`config.mk`:
```
export PLATFORM = sky130hd
export DESIGN_NAME = exp_scale_lut_pipe
export DESIGN_NICKNAME = d
export VERILOG_FILES = /design/src/rtl/exp_scale_pkg.sv /design/src/rtl/exp_scale_lut_pipe_table.sv /design/src/rtl/exp_scale_lut_pipe.sv
export SDC_FILE = /design/constraint.sdc
export NUM_CORES = 1
export LEC_CHECK = 0
export ABC_AREA = 1
export CAP_MARGIN = 20
export CORE_MARGIN = 3
export CORE_UTILIZATION = 32
export CTS_CLUSTER_SIZE = 28
export DETAILED_ROUTE_END_ITERATION = 10
export PLACE_DENSITY_LB_ADDON = 0.25
export SLEW_MARGIN = 10
export SYNTH_ARGS = -nofsm -noshare
export SYNTH_HDL_FRONTEND = slang
export SYNTH_SLANG_ARGS = --single-unit
export TNS_END_PERCENT = 20
```
`constraint.sdc`:
```
create_clock -name clk -period 7 [get_ports clk]
set_input_delay 1.4 -clock clk [delete_from_list [all_inputs] [get_ports clk]]
set_output_delay 1.4 -clock clk [all_outputs]
set_load 0.1 [all_outputs]
```
`src/rtl/exp_scale_pkg.sv`:
```
// Shared widths, payload types and the shift/saturate helper for the exponent-scale lookup.
package exp_scale_pkg;

    localparam int unsigned DEF_IDX_W  = 4;
    localparam int unsigned DEF_OUT_W  = 12;
    localparam int unsigned DEF_FRAC_W = 8;
    localparam int unsigned DEF_SH_W   = 2;
    // Wide enough to hold the largest entry shifted by the largest shift amount.
    localparam int unsigned WIDE_W     = DEF_OUT_W + (2 ** DEF_SH_W) - 1;

    typedef logic [DEF_OUT_W-1:0] scale_t;
    typedef logic [DEF_SH_W-1:0]  shift_t;

    // S1 payload: looked-up entry plus the shift still to be applied.
    typedef struct packed {
        logic   valid;
        scale_t value;
        shift_t shift;
    } stage_t;

    // Shift/saturate result.
    typedef struct packed {
        logic   sat;
        scale_t value;
    } sat_res_t;

    // S2 payload: final scale word as presented downstream.
    typedef struct packed {
        logic   valid;
        logic   sat;
        scale_t value;
    } result_t;

    // Fixed-point 1.0 for a given number of fractional bits.
    function automatic scale_t unity(input int unsigned frac_w);
        return scale_t'(1) << frac_w;
    endfunction

    // Left shift with clamp to all ones when any bit escapes the scale word.
    function automatic sat_res_t sat_shl(input scale_t entry, input shift_t sh);
        logic [WIDE_W-1:0] wide;
        sat_res_t          res;
        wide      = WIDE_W'(entry) << sh;
        res.sat   = |wide[WIDE_W-1:DEF_OUT_W];
        res.value = res.sat ? {DEF_OUT_W{1'b1}} : wide[DEF_OUT_W-1:0];
        return res;
    endfunction

endpackage

```
`src/rtl/exp_scale_lut_pipe_table.sv`:
```
// Programmable scale table: one write port, one combinational read port, resets to UNITY.
module exp_scale_table #(
    parameter int unsigned IDX_W  = 4,
    parameter int unsigned OUT_W  = 12,
    parameter int unsigned FRAC_W = 8
) (
    input  logic             clk,
    input  logic             rst,
    input  logic             we_i,
    input  logic [IDX_W-1:0] wr_addr_i,
    input  logic [OUT_W-1:0] wr_data_i,
    input  logic [IDX_W-1:0] rd_addr_i,
    output logic [OUT_W-1:0] rd_data_o
);

    localparam int unsigned     DEPTH = 2 ** IDX_W;
    localparam logic [OUT_W-1:0] UNITY = OUT_W'(1) << FRAC_W;

    logic [OUT_W-1:0] mem_q [DEPTH];

    // Entry storage; a read in the write cycle still sees the old value.
    always_ff @(posedge clk or posedge rst) begin
        if (rst) begin
            for (int i = 0; i < int'(DEPTH); i++) begin
                mem_q[i[IDX_W-1:0]] <= UNITY;
            end
        end else if (we_i) begin
            mem_q[wr_addr_i] <= wr_data_i;
        end
    end

    assign rd_data_o = mem_q[rd_addr_i];

endmodule

```
`src/rtl/exp_scale_lut_pipe.sv`:
```
// Exponent-index to scale-factor lookup with post-lookup saturating shift,
// behind a two-stage stallable valid/ready pipeline. Widths follow the
// package defaults, which also size the internal stage payloads.
module exp_scale_lut_pipe
    import exp_scale_pkg::*;
#(
    parameter int unsigned IDX_W  = DEF_IDX_W,
    parameter int unsigned OUT_W  = DEF_OUT_W,
    parameter int unsigned FRAC_W = DEF_FRAC_W,
    parameter int unsigned SH_W   = DEF_SH_W
) (
    input  logic             clk,
    input  logic             rst,
    input  logic             cfg_we,
    input  logic [IDX_W-1:0] cfg_addr,
    input  logic [OUT_W-1:0] cfg_data,
    input  logic             in_valid,
    output logic             in_ready,
    input  logic [IDX_W-1:0] in_idx,
    input  logic [SH_W-1:0]  in_shift,
    output logic             out_valid,
    input  logic             out_ready,
    output logic [OUT_W-1:0] out_scale,
    output logic             out_sat
);

    stage_t           s1_q, s1_d;
    result_t          s2_q, s2_d;
    sat_res_t         shl_c;
    logic             s1_en_c, s2_en_c;
    logic [OUT_W-1:0] rd_data;

    exp_scale_table #(
        .IDX_W (IDX_W),
        .OUT_W (OUT_W),
        .FRAC_W(FRAC_W)
    ) u_table (
        .clk      (clk),
        .rst      (rst),
        .we_i     (cfg_we),
        .wr_addr_i(cfg_addr),
        .wr_data_i(cfg_data),
        .rd_addr_i(in_idx),
        .rd_data_o(rd_data)
    );

    // Per-stage load enables: a stage advances when empty or when its consumer advances.
    always_comb begin
        s2_en_c = ~s2_q.valid | out_ready;
        s1_en_c = ~s1_q.valid | s2_en_c;
    end

    assign in_ready = s1_en_c;

    // Next-state for both stages; stalled stages hold their contents.
    always_comb begin
        s1_d  = s1_q;
        s2_d  = s2_q;
        shl_c = sat_shl(s1_q.value, s1_q.shift);
        if (s1_en_c) begin
            s1_d.valid = in_valid;
            s1_d.value = rd_data;
            s1_d.shift = in_shift;
        end
        if (s2_en_c) begin
            s2_d.valid = s1_q.valid;
            s2_d.sat   = shl_c.sat;
            s2_d.value = shl_c.value;
        end
    end

    // Pipeline registers; reset discards anything in flight.
    always_ff @(posedge clk or posedge rst) begin
        if (rst) begin
            s1_q <= '0;
            s2_q <= '0;
        end else begin
            s1_q <= s1_d;
            s2_q <= s2_d;
        end
    end

    assign out_valid = s2_q.valid;
    assign out_scale = s2_q.value;
    assign out_sat   = s2_q.sat;

endmodule

```
==> impl_metrics.csv <==
group,metric,value,unit
worst_setup_path,worstPathArrival,4520,ps
global_route,grt_pass1_wl,44.5,mm
worst_setup_path,path_cells,"clkdlybuf4s50_1, nor2_1, inv_1, nor2_1, inv_1, clkdlybuf4s50_1",
yosys,synth_top_area_share,0.508,
clock_network,cts-hold-fix-buffers,0,
drt,drc,0,
sta,finalSetupViolations,0,
clock_network,path_clk_slew,60,ps
sta,period_needed,5920,ps
yosys,avgSynthCellArea,7.86,um^2
sta,period_share,0.846,
yosys,synthAdderAreaFrac,0,
yosys,synthSimpleGateAreaFrac,0.289,
clock_network,root_buffer,"clkbuf_16",
finish,diodes,0,
clock_network,cts_setup_buffers,0,
yosys,synth_warnings,0,
run,cap_viol_max_count,0,
floorplan,start_util,0.327,
yosys,synthMuxAreaShare,0,
clock_network,clk_latency,530,ps
sta,slew_viol_final,0,
worst_setup_path,crit_fanout,23,
yosys,synth_cell_types,20,
finish,area_delta_synth_final,15.0,%
finish,drive_gt1_frac,0.0596,
drt,drtIter0Drc,633,
worst_setup_path,worstSetupStartpointType,"primary input",
worst_setup_path,cp_top_family,"buffers and inverters",
pwr,p_per_area,331,nW/um^2
global_route,grt_max_degree,141,
drt,wl,27.1,mm
run_status,status,"complete, no violations",
worst_setup_path,critPathMaxStageDelay,1090,ps
drt,wl_per_cell,16.1,um
pwr,ir_drop,0.172,mV
yosys,synthTopCellsByArea,"dfrtp_1 (51%), nand2_1 (18%), nand3_1 (8.0%)",
floorplan,die_w,184,um
worst_setup_path,endpoint_kind,"primary output",
sta,fmax,169,MHz
pwr,p_leak,0.00544,uW
drt,viasPerCell,4.97,
finish,fin_nets,1300,
clock_network,cts_buffer_depth,3,
yosys,seq_area_frac_synth,0.550,
sta,hold_viol,0,
finish,final_common_cell,"nand2_1",
yosys,synth_top_family_by_area,"simple AND/OR/NAND/NOR gates",
placed_design,portBuffers,41,
yosys,synth-xor-area-share,0,
placed_design,finalWeightedCongestion,0.758,
placed_design,place_hpwl,15.8,mm
worst_setup_path,slowest_stage,"clkdlybuf4s50_1",
worst_setup_path,path_buf_inv,4,
global_route,grt_remaining_overflow,0,
clock_network,cts_tree,"yes",
floorplan,fp.dieH,184,um
yosys,syn-cell-area,10100,um^2
clock_network,cts-buffers-inserted,25,
sta,worst_pin_slew,1110,ps
global_route,grt_pass1_vias,8105,
global_route,antenna_found_initial,0,
floorplan,core-area,30800,um^2
clock_network,cts_resized,0,
floorplan,dieArea,33700,um^2
drt,ant_nets,0,
clock_network,htreeDepth,1,
yosys,synth_nets,1311,
worst_setup_path,worstPathRequired,5600,ps
yosys,netlist_instances,1284,
floorplan,rows,64,
yosys,synth_top_cell_by_area,"dfrtp_1",
drt,vias,8386,
worst_setup_path,path_class,"primary input to primary output",
sta,rsz0062_at_grt,"false",
sta,slew_headroom,0.259,
yosys,synth-compound-area-share,0.109,
clock_network,cts_sinks,221,
sta,fin_hold_ws,459,ps
min_path,holdCritPathClass,"flop to flop",
sta,tns,0,ps
drt,first_pass_iters,5,
finish,final_cell_mix,"nand2_1 (489), dfrtp_1 (205), nand3_1 (161)",
yosys,ys_seq_elements,221,
floorplan,io_pins,42,
global_route,track_usage,0.163,
sta,finalClockSkew,17.9,ps
[stage by stage]
stage	std cells	worst slack, ps	util	total power [uW]	area, um^2
2_1_floorplan	1284	2730	-	2280	10100
3_3_place_gp	1641	1160	0.348	2470	10700
3_5_place_dp	1642	1070	0.349	2490	10700
4_1_cts	1688	1060	0.376	3880	11600
5_1_grt	1688	804	0.376	4070	11600
6_report	1688	1080	0.376	3840	11600
[path summary, 6_finish.rpt]
path	startpoint	slack, ps	depth (start not counted)	to
setup reg to reg	out_valid	4660	7	s1_q[9]
min in group asynchronous	rst	1290	2	u_table.mem_q[60]
setup / recovery	out_ready	1080	6	in_ready
hold / removal	s1_q[14]	460	2	out_valid
max in group asynchronous	rst	4540	3	u_table.mem_q[42]
hold reg to reg	s1_q[14]	460	2	out_valid
[tightest hold or removal path: stages, from the launching register on]
cell and delay (ps):
dfrtp_1 320, inv_1 50, nand2_1 60
[report_power, final]
part / total, uW / internal (uW) / switching [uW]
Combinational: 752 / 250 / 502
Clock: 1380 / 849 / 528
Sequential: 1710 / 1560 / 145
Total: 3840 / 2660 / 1170
[state kept, by name (all words and copies together), names as in the netlist]
name / flops
u_table.mem_q: 192
out_scale: 12
out_valid: 1
out_sat: 1
s1_q: 15
[Yosys cell counts]
cell / number
inv_1: 39
nand3_2: 1
nor3_4: 1
nand3_1: 161
buf_1: 6
o21ai_0: 152
nor3_2: 2
o21ai_1: 7
inv_2: 2
or2_2: 2
nor2_1: 57
dfrtp_1: 205
buf_4: 1
clkbuf_1: 61
buf_2: 23
a21oi_1: 50
dfstp_2: 16
and2_1: 1
o22ai_1: 8
nand2_1: 489
[cell type report]
type	instances	area, um^2
fill	3183	19200
sequential	221	5550
multi-input combinational	931	4020
clock buffer	37	711
timing repair buffer	53	526
tap	396	495
inverter	41	158
clock inverter	9	149
[cells by family (layout without fill, tap and decap cells)]
group	Yosys count	count (layout)
AND/OR/NAND/NOR	714	714
flip-flops	221	221
AO/OA/AOI/OAI	217	217
buffers and inverters	132	140
[per-layer routing]
layer,share of wire,wire length (um),GRT usage
met5,0,0,0
met1,0.50,13500,0.241
met4,0.015,410,0.0320
met3,0.042,1150,0.0247
met2,0.45,12100,0.257
(Power assumes the default switching activity.)
